**config.mk**
```make
export PLATFORM = sky130hd
export DESIGN_NAME = threshold_actor_flat
export DESIGN_NICKNAME = d
export VERILOG_FILES = /design/src/rtl/threshold_pkg.sv /design/src/rtl/threshold_actor_if.sv /design/src/rtl/threshold_fifo2.sv /design/src/rtl/threshold_actor.sv /design/src/flat_wrapper.sv
export SDC_FILE = /design/constraint.sdc
export NUM_CORES = 1
export LEC_CHECK = 0
export CAP_MARGIN = 5
export CORE_MARGIN = 10
export CORE_UTILIZATION = 50
export DETAILED_ROUTE_END_ITERATION = 10
export PLACE_DENSITY_LB_ADDON = 0.12
export SLEW_MARGIN = 20
export SYNTH_ARGS = -nofsm -noshare
export SYNTH_HDL_FRONTEND = slang
export SYNTH_SLANG_ARGS = --single-unit
```
**constraint.sdc**
```tcl
create_clock -name CLK -period 4.45 [get_ports CLK]
set_input_delay 0.89 -clock CLK [delete_from_list [all_inputs] [get_ports CLK]]
set_output_delay 0.89 -clock CLK [all_outputs]
set_load 0.005 [all_outputs]
```
**src/rtl/threshold_pkg.sv**
```systemverilog
// Shared constants, occupancy state encoding and counter-width helper for the
// threshold actor slice.
package threshold_pkg;

  localparam int unsigned PIXEL_W     = 8;
  localparam logic [7:0]  FG_VAL      = 8'hFF;
  localparam logic [7:0]  BG_VAL      = 8'h00;
  localparam logic [15:0] TOKEN_COUNT = 16'h1;

  // Occupancy of the two-entry token buffer.
  typedef enum logic [1:0] {
    OCC_EMPTY = 2'd0,
    OCC_ONE   = 2'd1,
    OCC_FULL  = 2'd2
  } occ_e;

  // Ceiling log2; clog2(n + 1) gives the width needed to hold the value n.
  function automatic int unsigned clog2(input longint unsigned value);
    int unsigned bits;
    bits = 0;
    while ((64'd1 << bits) < value) bits++;
    return bits;
  endfunction

endpackage

```
**src/rtl/threshold_actor_if.sv**
```systemverilog
// Token stream bundle for the threshold actor.
//   In1_*  : pixel stream into the actor (DATA/SEND/COUNT from producer, ACK back)
//   Out1_* : binarised stream out of the actor (DATA/SEND/COUNT out, RDY/ACK back)
// master = environment side (producer + consumer), slave = actor side.
interface threshold_actor_if;
  import threshold_pkg::*;

  logic [PIXEL_W-1:0] In1_DATA;
  logic               In1_SEND;
  logic [15:0]        In1_COUNT;
  logic               In1_ACK;

  logic [PIXEL_W-1:0] Out1_DATA;
  logic               Out1_SEND;
  logic [15:0]        Out1_COUNT;
  logic               Out1_RDY;
  logic               Out1_ACK;

  modport master (
    output In1_DATA, In1_SEND, In1_COUNT,
    input  In1_ACK,
    input  Out1_DATA, Out1_SEND, Out1_COUNT,
    output Out1_RDY, Out1_ACK
  );

  modport slave (
    input  In1_DATA, In1_SEND, In1_COUNT,
    output In1_ACK,
    output Out1_DATA, Out1_SEND, Out1_COUNT,
    input  Out1_RDY, Out1_ACK
  );

endinterface

```
**src/rtl/threshold_fifo2.sv**
```systemverilog
// Two-entry, 8-bit synchronous FIFO with asynchronous active-high reset.
//   clk, rst   : clock, async reset (clears contents)
//   push, din  : write din at the next edge (ignored when full without pop)
//   pop        : drop the head at the next edge (ignored when empty)
//   dout       : current head (slot0)
//   empty/full : occupancy flags decoded from the state register
module threshold_fifo2
  import threshold_pkg::*;
(
  input  logic               clk,
  input  logic               rst,
  input  logic               push,
  input  logic               pop,
  input  logic [PIXEL_W-1:0] din,
  output logic [PIXEL_W-1:0] dout,
  output logic               empty,
  output logic               full
);

  occ_e               occ;
  logic [PIXEL_W-1:0] slot0;
  logic [PIXEL_W-1:0] slot1;

  always_ff @(posedge clk or posedge rst) begin
    if (rst) begin
      occ   <= OCC_EMPTY;
      slot0 <= '0;
      slot1 <= '0;
    end else begin
      case (occ)
        OCC_EMPTY: begin
          if (push) begin
            slot0 <= din;
            occ   <= OCC_ONE;
          end
        end
        OCC_ONE: begin
          case ({push, pop})
            2'b10: begin
              slot1 <= din;
              occ   <= OCC_FULL;
            end
            2'b01: occ <= OCC_EMPTY;
            // Head leaves and the new token takes its place: order is kept.
            2'b11: slot0 <= din;
            default: ;
          endcase
        end
        OCC_FULL: begin
          if (pop) begin
            slot0 <= slot1;
            if (push) slot1 <= din;
            else      occ   <= OCC_ONE;
          end
        end
        default: occ <= OCC_EMPTY;
      endcase
    end
  end

  assign dout  = slot0;
  assign empty = (occ == OCC_EMPTY);
  assign full  = (occ == OCC_FULL);

endmodule

```
**src/rtl/threshold_actor.sv**
```systemverilog
// Threshold actor: binarises an 8-bit pixel stream (FG_VAL when pixel > THRESHOLD,
// BG_VAL otherwise) through a two-entry token buffer and counts foreground pixels
// per frame of FRAME_PIXELS tokens.
//   CLK, RESET : clock, asynchronous active-high reset
//   io         : In1_* pixel input stream, Out1_* binarised output stream
//   FRAME_FG   : foreground count of the last completed frame
//   FRAME_DONE : one-cycle pulse when FRAME_FG updates
module threshold_actor
  import threshold_pkg::*;
#(
  parameter logic [7:0]  THRESHOLD    = 8'd128,
  parameter int unsigned FRAME_PIXELS = 262144
) (
  input  logic               CLK,
  input  logic               RESET,
  threshold_actor_if.slave   io,
  output logic [31:0]        FRAME_FG,
  output logic               FRAME_DONE
);

  localparam int unsigned     CNT_W    = clog2(longint'(FRAME_PIXELS) + 1);
  localparam logic [CNT_W-1:0] LAST_PIX = CNT_W'(FRAME_PIXELS - 1);

  logic               ack;
  logic               send;
  logic               fg;
  logic               buf_empty;
  logic               buf_full;
  logic [PIXEL_W-1:0] buf_head;
  logic [CNT_W-1:0]   pix_cnt;
  logic [CNT_W-1:0]   fg_cnt;
  logic [CNT_W-1:0]   fg_inc;
  logic               unused_ok;

  assign unused_ok = ^{io.In1_COUNT, io.Out1_ACK};

  // Acceptance looks only at the current occupancy, so a pop in the same cycle
  // never opens a slot. Nothing is accepted while reset is held.
  assign ack  = io.In1_SEND & ~buf_full & ~RESET;
  assign send = ~buf_empty & io.Out1_RDY;
  assign fg   = (io.In1_DATA > THRESHOLD);

  threshold_fifo2 u_fifo (
    .clk   (CLK),
    .rst   (RESET),
    .push  (ack),
    .pop   (send),
    .din   (fg ? FG_VAL : BG_VAL),
    .dout  (buf_head),
    .empty (buf_empty),
    .full  (buf_full)
  );

  assign io.In1_ACK    = ack;
  assign io.Out1_SEND  = send;
  assign io.Out1_DATA  = buf_empty ? '0 : buf_head;
  assign io.Out1_COUNT = TOKEN_COUNT;

  // Count including the pixel being accepted; cannot overflow since it never
  // exceeds FRAME_PIXELS.
  assign fg_inc = fg_cnt + CNT_W'(fg);

  always_ff @(posedge CLK or posedge RESET) begin
    if (RESET) begin
      pix_cnt    <= '0;
      fg_cnt     <= '0;
      FRAME_FG   <= '0;
      FRAME_DONE <= 1'b0;
    end else begin
      FRAME_DONE <= 1'b0;
      if (ack) begin
        if (pix_cnt == LAST_PIX) begin
          pix_cnt    <= '0;
          fg_cnt     <= '0;
          FRAME_FG   <= 32'(fg_inc);
          FRAME_DONE <= 1'b1;
        end else begin
          pix_cnt <= pix_cnt + CNT_W'(1);
          fg_cnt  <= fg_inc;
        end
      end
    end
  end

endmodule
```
**src/flat_wrapper.sv**
```systemverilog
// flat-port wrapper written by rule: the top's interface ports become plain ports
module threshold_actor_flat import threshold_pkg::*;
#(
  parameter logic [7:0]  THRESHOLD    = 8'd128,
  parameter int unsigned FRAME_PIXELS = 262144
)
  (CLK, RESET, FRAME_FG, FRAME_DONE, io_In1_DATA, io_In1_SEND, io_In1_COUNT, io_In1_ACK, io_Out1_DATA, io_Out1_SEND, io_Out1_COUNT, io_Out1_RDY, io_Out1_ACK);
  threshold_actor_if io_i ();
  input  logic CLK;
  input  logic RESET;
  output logic [31:0] FRAME_FG;
  output logic FRAME_DONE;
  input wire logic [$bits(io_i.In1_DATA)-1:0] io_In1_DATA;
  input wire logic [$bits(io_i.In1_SEND)-1:0] io_In1_SEND;
  input wire logic [$bits(io_i.In1_COUNT)-1:0] io_In1_COUNT;
  output wire logic [$bits(io_i.In1_ACK)-1:0] io_In1_ACK;
  output wire logic [$bits(io_i.Out1_DATA)-1:0] io_Out1_DATA;
  output wire logic [$bits(io_i.Out1_SEND)-1:0] io_Out1_SEND;
  output wire logic [$bits(io_i.Out1_COUNT)-1:0] io_Out1_COUNT;
  input wire logic [$bits(io_i.Out1_RDY)-1:0] io_Out1_RDY;
  input wire logic [$bits(io_i.Out1_ACK)-1:0] io_Out1_ACK;
  assign io_i.In1_DATA = io_In1_DATA;
  assign io_i.In1_SEND = io_In1_SEND;
  assign io_i.In1_COUNT = io_In1_COUNT;
  assign io_In1_ACK = io_i.In1_ACK;
  assign io_Out1_DATA = io_i.Out1_DATA;
  assign io_Out1_SEND = io_i.Out1_SEND;
  assign io_Out1_COUNT = io_i.Out1_COUNT;
  assign io_i.Out1_RDY = io_Out1_RDY;
  assign io_i.Out1_ACK = io_Out1_ACK;
  threshold_actor #(.THRESHOLD(THRESHOLD), .FRAME_PIXELS(FRAME_PIXELS)) u_core (.CLK(CLK), .RESET(RESET), .io(io_i), .FRAME_FG(FRAME_FG), .FRAME_DONE(FRAME_DONE));
endmodule
```
# == Word level (Yosys, flattened, before mapping) ==
# Index checks and enable logic that the tools add are counted.
# totals
regBits,76
input_bits,29
elab_cells,54
out_inout_bits,59
# classes
n_reduce_logical,7
addsub,2
n_bitwise,6
order_cmp,1
mux,18
eq_ne,13
# op_table
op,n
8-bit 2-to-1 mux,7
19-bit 2-to-1 mux,2
8-bit one-hot mux with 3 select lines,1
19-bit by 1-bit adder with 19-bit output,1
"19-bit by 1-bit adder with 19-bit output, second input constant",1
"19-bit by 18-bit equality test with 1-bit output, second input constant",1
8-bit one-hot mux with 2 select lines,1
4-bit AND reduction,3
"2-bit != test, second input constant",5
"8-bit greater-than comparator, second input constant",1
"2-bit equality test, second input constant",3
2-bit 2-to-1 mux,3
2-bit one-hot mux with 3 select lines,1
"2-bit by 1-bit equality test with 1-bit output, second input constant",2
2-bit one-hot mux with 2 select lines,1
1-bit AND,3
"3-bit by 2-bit != test with 1-bit output, second input constant",1
1-bit inverter,3
3-bit nonzero test,1
2-bit logical NOT,1
1-bit 2-to-1 mux,2
"2-bit by 1-bit != test with 1-bit output, second input constant",1
2-bit AND reduction,1
2-bit nonzero test,1

# == Longest topological paths before layout ==
# Gate-level depths: netlist of run 1.
# depth
word_depth,7
ltp_mapped,10
mapped_depth_nobuf,9

# == By module ==
# Synthesis of run 1 repeated with hierarchy kept, for this count alone.
# hier_totals
cells_unflattened,408
area_unflattened_um2,4174.0
# modules_own_cells
module,instances,cells_each,seq_area_each_um2,area_per_inst_um2
threshold_actor,1,342,1451.4,3180.6
threshold_fifo2,1,66,450.4,993.5

# == Worst setup path after synthesis of run 1 ==
# Ideal clock, no wire load.
# synth_path
path_type,input-to-reg
startpoint,input port RESET
endpoint,register u_core.u_fifo.occ[1]
setup_time_ns,0.083
setup_slack_ns,0.423
required_time_ns,4.367
arrival_time_ns,3.944
cell_stages,7
n_path_buf,1
path_cell_list,inv_1 nand3_2 inv_1 buf_2 ha_1 or4b_2 o21ai_0
# synth_via
elab_chain_cells,5
elab_cells_between_ends,10
cone_classes,5 x eq/ne; 2 x mux; 2 x bitwise; 1 x reduce/logical
# synth_rtl
item,line_no,source
from (decl),flat_wrapper.sv:10,input logic RESET;
1-bit inverter (*),threshold_actor.sv:39,assign ack = io.In1_SEND & ~buf_full & ~RESET;
1-bit AND (*),threshold_actor.sv:39,
via io_In1_ACK,flat_wrapper.sv:16,output wire logic [$bits(io_i.In1_ACK)-1:0] io_In1_ACK;
2-bit by 1-bit equality test with 1-bit output / 2-bit equality test (equally long branches),threshold_fifo2.sv:38,"case ({push, pop})"
2-bit one-hot mux with 2 select lines / 3-bit by 2-bit != test with 1-bit output (equally long branches),n/a,
2-bit one-hot mux with 3 select lines / 4-bit AND reduction (equally long branches),n/a,
to (signal assigned),threshold_fifo2.sv:34,occ <= OCC_ONE;
to (signal assigned),threshold_fifo2.sv:41,occ <= OCC_FULL;
to (signal assigned),threshold_fifo2.sv:43,2'b01: occ <= OCC_EMPTY;
to (decl),threshold_fifo2.sv:20,occ_e occ;
# The timed path passes the listed nets; every way through them passes the cells marked *. The select of a mux whose other input is x is not followed.
# A chain may end at the register's enable or synchronous reset.

# == Worst setup path in the final report of run 1 ==
# layout_path
startpoint,input port io_In1_DATA[4]
endpoint,register u_core.fg_cnt[14]
# layout_via
elab_chain_cells,3
# layout_rtl
item,line_no,source
from (decl),flat_wrapper.sv:13,input wire logic [$bits(io_i.In1_DATA)-1:0] io_In1_DATA;
8-bit greater-than comparator,threshold_actor.sv:41,assign fg = (io.In1_DATA > THRESHOLD);
via u_core.fg,threshold_actor.sv:26,logic fg;
19-bit by 1-bit adder with 19-bit output,threshold_actor.sv:61,assign fg_inc = fg_cnt + CNT_W'(fg);
19-bit 2-to-1 mux,threshold_actor.sv:72,if (pix_cnt == LAST_PIX) begin
to (signal assigned),threshold_actor.sv:79,fg_cnt <= fg_inc;
to (decl),threshold_actor.sv:31,logic [CNT_W-1:0] fg_cnt;
# The timed path passes the listed nets, and every way through them passes these cells.

==> flow_metrics.py, run 1 <==
metrics = {
    "cells_and_area": {
        "diodes": 0,
        "area_growth_pct": 14.2,
        "multiInputGateArea_um2": 1670,
        "drive_gt1_frac": 0.0920,
        "layout.nets": 432,
        "fin_util": 0.588,
        "fillers": 636,
        "ff_latch_area_um2": 1550,
        "stdcell_count": 498,
    },
    "detailed_routing": {
        "drc": 0,
        "dr.pass1.iters": 4,
        "vias": 2532,
        "drtIter0Drc": 146,
        "wl_per_cell_um": 14.4,
        "ant_nets": 0,
        "wl_um": 7180,
        "viasPerCell": 5.08,
    },
    "timing": {
        "fmax_mhz": 315,
        "slew_headroom": 0.330,
        "finalSetupViolations": 0,
        "setup_tns_ns": 0,
        "final_max_slew_viol_count": 0,
        "rsz0062_at_grt": "false",
        "tightest_slew_ns": 1.01,
        "finalCritPeriodShare": 0.714,
        "finClkSkew_ns": 0.00772,
        "period_minus_slack_ns": 3.18,
        "finalHoldViolCount": 0,
    },
    "clock_tree": {
        "cts-hold-fix-buffers": 0,
        "clkSinkCount": 62,
        "post_cts_buffers": 0,
        "cts_tree": "yes",
        "insertion_delay_ns": 0.34,
        "cts-root-buf": "clkbuf_8",
        "h-tree-depth": 3,
        "cts_resized": 0,
        "clkTransAtPathRegs_ns": 0.07,
        "clockBufferDepth": 2,
        "cts_made_buffers": 9,
    },
    "worst_hold_path": {
        "hold_path.class": "reg2reg",
        "min_path_cells": 2,
    },
    "floorplanning": {
        "ios": 88,
        "fp.dieArea_um2": 10800,
        "rows": 30,
        "die_w_um": 104,
        "dieHeight_um": 104,
        "initial_core_util": 0.515,
        "coreArea_um2": 6830,
    },
    "synth": {
        "synthArstFlopShare": 1.00,
        "ys_types": 46,
        "yosysSeqAreaShare": 0.441,
        "synth_area_um2": 3520,
        "ys_warn_count": 0,
        "syn_inst": 367,
        "synth_enable_flop_cells": 0,
        "synthFlopType": "dfrtp_1",
        "syn_avg_cell_area_um2": 9.58,
        "ys_ff_latch": 62,
    },
    "global_routing": {
        "grt_pass1_vias": 2522,
        "grt_usage": 0.135,
        "overflow": 0,
        "grt_start_max_net_pins": 63,
        "grt_pass1_wl_um": 12400,
        "grt_antenna_before_repair": 0,
    },
    "status": {
        "status": "complete, no violations",
    },
    "power": {
        "powerDensity_nw_per_um2": 391,
        "ir_worst_vdd_uv": 188,
        "finalPower_w": 0.00157,
        "leakage_nw": 1.82,
    },
    "critical_path": {
        "required_ns": 4.66,
        "crit_arrival_ns": 3.39,
        "critPathLaunchType": "input port",
        "critPathMaxFanout": 5,
        "path_cells": "clkdlybuf4s50_1 -> nor4_1 -> a21boi_0 -> ha_1 -> ha_1 -> and3_1 -> and3_1 -> and3_4 -> mux2i_1 -> o21ai_1",
        "cpMaxStageDelayCell": "clkdlybuf4s50_1",
        "r2r_cells": 6,
        "criticalPathCategory": "in2reg",
        "crit_path_end_kind": "register",
        "max_stage_delay_ns": 0.47,
    },
    "placement": {
        "dp.cells": 482,
        "dp_hpwl_um": 5130,
        "gp_congestion": 0.800,
        "port_buffers": 41,
    },
    "job": {
        "maxCapViolations": 0,
    },
}
[cells in the mapped netlist, types with 9 or more instances]
cell | instances | share of area
dfrtp_1 | 62 | 0.44
nand2_1 | 40 | 0.043
buf_4 | 37 | 0.079
nor2_1 | 36 | 0.038
xor2_1 | 18 | 0.045
nand3_1 | 17 | 0.024
o21ai_0 | 17 | 0.024
xnor2_1 | 15 | 0.037
a21oi_1 | 12 | 0.017
and3_1 | 12 | 0.021
buf_2 | 11 | 0.016
nand4_1 | 10 | 0.018
a22o_1 | 9 | 0.022
[worst max-delay path, delay by kind of cell]
| family | cells | cell delay (ns) |
|---|---|---|
| simple gates | 4 | 0.91 |
| fa+ha+maj | 2 | 0.53 |
| buf+inv | 1 | 0.47 |
| compound gates | 2 | 0.40 |
| mux | 1 | 0.20 |
[worst paths after layout]
kind,start,end,slack (ns)
worst max-delay path,io_In1_DATA[4],u_core.fg_cnt[14],1.27
worst min-delay path,u_core.FRAME_FG[1],u_core.FRAME_FG[1],0.47
worst max register to register,u_core.pix_cnt[0],u_core.FRAME_FG[0],2.11
worst min register to register,u_core.FRAME_FG[1],u_core.FRAME_FG[1],0.47
max in group asynchronous,RESET,u_core.FRAME_FG[8],2.80
min in group asynchronous,RESET,u_core.pix_cnt[3],1.16
[through the flow]
step / setup WS, ns / hold WS (ns) / cell area, um^2
after floorplan: 0.423 / 0.445 / 3620
after global placement: 0.976 / 0.453 / 3790
after detailed placement: 0.961 / 0.459 / 3790
after CTS: 1.28 / 0.476 / 4020
after global routing: 1.13 / 0.499 / 4020
final: 1.27 / 0.469 / 4020
[logic make-up after synthesis]
family                   Yosys count  synth area share
AND/OR/NAND/NOR                  145             0.221
flip-flops                        62             0.441
buffers and inverters             57             0.113
AO/OA/AOI/OAI                     56             0.101
XOR/XNOR                          33            0.0822
adder cells (fa/ha/maj)            6            0.0213
multiplexers                       6            0.0178
other                              2           0.00214
[report_power, final]
group          total, W  switching, W  internal (W)
sequential     0.000698     0.0000755      0.000623
combinational  0.000315      0.000149      0.000165
clock          0.000556      0.000228      0.000328
total           0.00157      0.000453       0.00112
[cells in the final DEF, fill, tap and decap left out, types with 9 or more instances in the layout]
master,count
a21oi_1,12
clkdlybuf4s50_1,41
nand3_1,17
xnor2_1,15
dfrtp_1,62
nand4_1,10
o21ai_0,17
and3_1,12
conb_1,29
clkbuf_8,10
xor2_1,18
a22o_1,9
nor2_1,36
nand2_1,40
[state kept, by name, indices dropped and copies added (netlist names)]
register	count
u_core.fg_cnt	19
u_core.u_fifo.dout	1
u_core.u_fifo.occ	2
u_core.FRAME_DONE	1
u_core.pix_cnt	19
u_core.FRAME_FG	19
u_core.u_fifo.slot1	1
[layout make-up]
cell class | instances | area share
tap | 96 | 0.0299
multi-input combinational | 275 | 0.416
clock buffer | 10 | 0.0343
timing repair buffer | 44 | 0.108
sequential | 62 | 0.386
inverter | 5 | 0.00467
clock inverter | 6 | 0.0212
[metal layers]
metal,GRT usage,routed length [um],share of wire
met1,0.177,3310,0.46
met3,0.0347,391,0.054
met2,0.210,3390,0.47
met5,0,0,0
met4,0.0517,89,0.012
(Power assumes the default switching activity.)
==> run 2, diff against run 1 <==
--- a/config.mk
+++ b/config.mk
@@ -7,7 +7,7 @@
 export LEC_CHECK = 0
 export CAP_MARGIN = 5
 export CORE_MARGIN = 10
-export CORE_UTILIZATION = 50
+export CORE_UTILIZATION = 45
 export DETAILED_ROUTE_END_ITERATION = 10
 export PLACE_DENSITY_LB_ADDON = 0.12
 export SLEW_MARGIN = 20
==> constraint.sdc (replaced) <==
create_clock -name CLK -period 2.57 [get_ports CLK]
set_input_delay 0.514 -clock CLK [delete_from_list [all_inputs] [get_ports CLK]]
set_output_delay 0.514 -clock CLK [all_outputs]
set_load 0.005 [all_outputs]
==> flow_metrics.py, run 2 (same netlist as run 1, synthesis figures left out) <==
metrics = {
    "status": {
        "status": "complete, no violations",
    },
    "timing": {
        "slew_headroom": 0.469,
        "finClkSkew_ns": 0.00771,
        "finalCritPeriodShare": 0.938,
        "finalHoldViolCount": 0,
        "finalSetupViolations": 0,
        "fmax_mhz": 415,
        "final_max_slew_viol_count": 0,
        "tightest_slew_ns": 0.797,
        "fin_ws_ns": 0.158,
        "period_minus_slack_ns": 2.41,
        "rsz0062_at_grt": "false",
    },
    "placement": {
        "dp_hpwl_um": 5300,
        "port_buffers": 41,
        "preCtsSetupSlack_ns": -0.247,
        "dpl_cell_area_um2": 3970,
        "gp_congestion": 0.796,
    },
    "critical_path": {
        "r2r_slack_ns": 0.56,
        "criticalPathCategory": "in2reg",
        "crit_path_end_kind": "register",
        "crit_path_end": "u_core.fg_cnt[14]",
        "crit_path_start": "io_In1_DATA[3]",
        "crit_arrival_ns": 2.62,
        "critPathLaunchType": "input port",
        "required_ns": 2.77,
        "critPathMaxFanout": 4,
        "worstReg2RegEnd": "u_core.u_fifo.dout[6]",
        "r2r_cells": 8,
        "timing.rr.start": "u_core.u_fifo.occ[0]",
    },
    "clock_tree": {
        "insertion_delay_ns": 0.34,
        "cts-root-buf": "clkbuf_8",
        "clockBufferDepth": 2,
        "cts_made_buffers": 9,
        "cts-hold-fix-buffers": 0,
        "h-tree-depth": 3,
        "cts_tree": "yes",
        "clkSinkCount": 62,
        "cts_resized": 0,
        "post_cts_buffers": 0,
        "clkTransAtPathRegs_ns": 0.07,
    },
    "cells_and_area": {
        "layout.nets": 450,
        "top_regs": "u_core.FRAME_FG x19, u_core.fg_cnt x19, u_core.pix_cnt x19",
        "drive_gt1_frac": 0.134,
        "fillers": 725,
        "design_area_um2": 4170,
        "mostFrequentLayoutCells": "dfrtp_1, clkdlybuf4s50_1, nand2_1",
        "area_growth_pct": 18.6,
        "diodes": 0,
        "final_common_cell": "dfrtp_1",
    },
    "detailed_routing": {
        "wl_per_cell_um": 14.4,
        "viasPerCell": 5.03,
        "drc": 0,
        "wl_um": 7480,
        "vias": 2621,
        "ant_nets": 0,
        "dr.pass1.iters": 4,
        "drtIter0Drc": 115,
    },
    "power": {
        "ir_worst_vdd_uv": 322,
        "powerDensity_nw_per_um2": 653,
        "leakage_nw": 1.91,
    },
    "floorplanning": {
        "dieHeight_um": 108,
        "rows": 32,
        "initial_core_util": 0.460,
        "coreArea_um2": 7650,
        "ios": 88,
        "die_w_um": 108,
        "fp.dieArea_um2": 11800,
    },
    "global_routing": {
        "grt_pass1_vias": 2512,
        "grt_start_max_net_pins": 63,
        "grt_pass1_wl_um": 12400,
        "overflow": 0,
        "grt_antenna_before_repair": 0,
        "grt_usage": 0.131,
    },
    "job": {
        "maxCapViolations": 0,
    },
    "worst_hold_path": {
        "hold_path.class": "reg2reg",
    },
}
==> run 2: worst min path at each step <==
stage	start	endpoint	slack [ns]	cells after the start
finish	u_core.FRAME_FG[1]	u_core.FRAME_FG[1]	0.46	2
detailed placement	u_core.FRAME_FG[1]	u_core.FRAME_FG[1]	0.45	2
floorplan	u_core.fg_cnt[0]	u_core.fg_cnt[0]	0.45	2
CTS	u_core.FRAME_FG[1]	u_core.FRAME_FG[1]	0.47	2
global placement	u_core.FRAME_FG[1]	u_core.FRAME_FG[1]	0.45	2
global route	u_core.FRAME_FG[1]	u_core.FRAME_FG[1]	0.49	2
==> run 2: cell type report <==
| class | count | area (um^2) | area share |
|---|---|---|---|
| clock buffers | 10 | 128 | 0.0306 |
| clock inverters | 5 | 75.1 | 0.0180 |
| inverters | 5 | 25.0 | 0.00600 |
| multi-input cells | 275 | 1700 | 0.407 |
| flip-flops and latches | 62 | 1550 | 0.372 |
| well taps | 102 | 128 | 0.0306 |
| repair buffers | 62 | 568 | 0.136 |
==> run 2: worst max-delay path, cell delays in order <==
cell	delay [ns]
clkdlybuf4s50_1	0.40
nor4_1	0.27
a21boi_1	0.13
ha_1	0.22
ha_1	0.20
and3_1	0.22
and3_2	0.25
and3_4	0.19
mux2i_1	0.14
o21ai_1	0.08
==> run 2: metal layers <==
| metal | up-vias | part of all wire | global-route usage | routed length (um) |
|---|---|---|---|---|
| met5 | - | 0 | 0 | 0 |
| met4 | 0 | 0.011 | 0.0461 | 85 |
| met3 | 9 | 0.083 | 0.0416 | 618 |
| met2 | 80 | 0.45 | 0.206 | 3340 |
| met1 | 1244 | 0.46 | 0.165 | 3430 |
| li1 | 1288 | - | - | - |
==> run 2: metrics by stage <==
stage / std cells / hold WS [ns] / util / TNS (ns) / total power (W)
2_1_floorplan: 394 / 0.445 / - / -0.307 / 0.00166
4_1_cts: 521 / 0.470 / 0.545 / 0 / 0.00274
3_5_place_dp: 506 / 0.455 / 0.519 / -3.06 / 0.00182
3_3_place_gp: 506 / 0.453 / 0.519 / -2.46 / 0.00181
5_1_grt: 521 / 0.490 / 0.545 / 0 / 0.00287
6_report: 521 / 0.463 / 0.545 / 0 / 0.00272
==> run 2: report_power, final <==
group	switching (W)	total, W	internal (W)
logic	0.000280	0.000594	0.000315
registers	0.000130	0.00121	0.00108
clock network	0.000383	0.000919	0.000536
==> run 3, diff against run 2 <==
--- a/config.mk
+++ b/config.mk
@@ -10,6 +10,7 @@
 export CORE_UTILIZATION = 45
 export DETAILED_ROUTE_END_ITERATION = 10
 export PLACE_DENSITY_LB_ADDON = 0.12
+export SKIP_LAST_GASP = 1
 export SLEW_MARGIN = 20
 export SYNTH_ARGS = -nofsm -noshare
 export SYNTH_HDL_FRONTEND = slang
==> results of run 3 <==
No change in the layout: final DEF, timing and power equal those of run 2.
==> RTL change (flow settings as in run 1) <==
The 3 values of `occ_e` get a one-hot encoding in 3 bits.
--- a/src/rtl/threshold_pkg.sv
+++ b/src/rtl/threshold_pkg.sv
@@ -10,6 +10,6 @@
   // Occupancy of the two-entry token buffer.
-  typedef enum logic [1:0] {
-    OCC_EMPTY = 2'd0,
-    OCC_ONE   = 2'd1,
-    OCC_FULL  = 2'd2
+  typedef enum logic [2:0] {
+    OCC_EMPTY = 3'b001,
+    OCC_ONE   = 3'b010,
+    OCC_FULL  = 3'b100
   } occ_e;
Formal check against the unedited RTL: no difference found for any inputs over 4 cycles, from zero or initial values and one cycle with RESET high; so few cycles prove little.
==> RTL change against run 1 <==
- clock power decreased by 7.4%
- core utilization is 0.38 points higher
- global-route usage increased by 0.46 points
- synthesized area up 0.53%
- setup slack got worse by 86 ps
- total power shrank 13%
- synthesized cell count increased by 3.3%
- sequential share of layout area up 0.40 points
- sequential cell count up 1
- wire length grew 3.4%
- cell area increased by 0.65%
- fmax shrank 2.6%
- critical path depth down 5
- critical path type is now input port to primary output
- largest cell class unchanged
==> RTL change: results (changes against run 1) <==
outcome: "complete, no violations"
gp_congestion: 0.795  # -0.64%
dpl.cell_count: 496  # +2.9%
drt_iter0_drc: 108  # -26%
finClkSkew_ps: 10.6  # +2.88 ps
fill_cells: 611  # -3.9%
place.detailed.hpwl_mm: 5.27  # +2.7%
wl_per_cell_um: 14.5  # +0.61%
syn_avg_cell_area_um2: 9.33  # -2.6%
vias_per_cell: 5.03  # -1.0%
antenna_found_initial: 0  # unchanged
synthTopCellsByArea: "dfrtp_1 44%, buf_4 8.3%, xnor2_1 5.7%"
synth_xor_area_share_pct: 8.17  # -0.044 points
slowest_delay_ps: 500  # +30 ps
power_switching_w: 0.000369  # -19%
worst_pin_slew_ps: 836  # -169 ps
numCtsBuffers: 9  # unchanged
crit_path_max_fanout: 3  # -2
grt_usage_pct: 14.0  # +0.46 points
synth-adder-area-share_pct: 2.12  # -0.011 points
p_leak_nw: 1.77  # -3.1%
placement.cell_area_mm2: 0.00383  # +1.1%
vdd_drop_max_mv: 0.178  # -4.9%
grt_start_max_net_pins: 50  # -21%
synth.mux.area_fraction_pct: 1.52  # -0.26 points
grt_pass1_wl_mm: 12.6  # +2.0%
combPwrFrac_pct: 13.3  # -6.7 points
synth_compound_area_share_pct: 10.6  # +0.44 points
fin_nets: 446  # +3.2%
pg_seq_w: 0.000668  # -4.3%
drive_above_1_share_pct: 8.65  # -0.55 points
cts_max_level: 3  # unchanged
seq_area_frac_synth_pct: 44.6  # +0.51 points
grt_pass1_vias: 2586  # +2.5%
cp.arrival_ps: 2370  # -1020 ps
wl_mm: 7.43  # +3.4%
synth_commonest_cells: "62 x dfrtp_1, 39 x buf_4, 39 x nand2_1"
port_buffers: 41  # unchanged
whs_ps: 483  # +13.5 ps
r2r_slack_ps: 2210  # +100 ps
p_per_area_mw_per_mm2: 337  # -14%
RTL change: final timing paths:
path | start | endpoint | cells past startpoint
max | RESET | io_In1_ACK | 5
min | u_core.FRAME_FG[18] | u_core.FRAME_FG[18] | 2
max reg2reg | u_core.u_fifo.occ[2] | u_core.fg_cnt[18] | 8
min reg2reg | u_core.FRAME_FG[18] | u_core.FRAME_FG[18] | 2
max in group asynchronous | RESET | u_core.fg_cnt[17] | 3
min in group asynchronous | RESET | u_core.FRAME_FG[2] | 2
RTL change: metrics by stage:
stage	utilization [%]	setup WS [ps]
final	59.2	1190
after CTS	59.2	1180
after global routing	59.2	1120
after detailed placement	56.1	959
after global placement	56.1	959
after floorplan	-	1780
RTL change: cells by family after synthesis:
family / Yosys count
AND/OR/NAND/NOR: 143
buffers and inverters: 64
AO/OA/AOI/OAI: 63
flip-flops: 63
XOR/XNOR: 33
adder cells (fa/ha/maj): 6
multiplexers: 5
other: 2
RTL change: per-layer routing:
metal  up-vias  GRT usage (%)  wire [um]
met5         -              0          0
met4         0           6.56         87
met3         8           5.64        660
met2        71           20.5       3310
met1      1211           17.6       3360
li1       1287              -          -
RTL change: worst max-delay path, delay by kind of cell:
| kind | cells | cell delay, ps |
|---|---|---|
| buffers and inverters | 3 | 1010 |
| and+or+nand+nor | 2 | 470 |
RTL change: cell type report:
cell class                 count  area, um^2  share of cell area [%]
multi-input combinational    279        1650                    40.7
timing repair buffer          45         440                    10.9
inverter                      13        50.0                    1.24
tap                           96         120                    2.97
sequential                    63        1580                    39.0
clock inverter                 5        56.3                    1.39
clock buffer                  11         151                    3.74
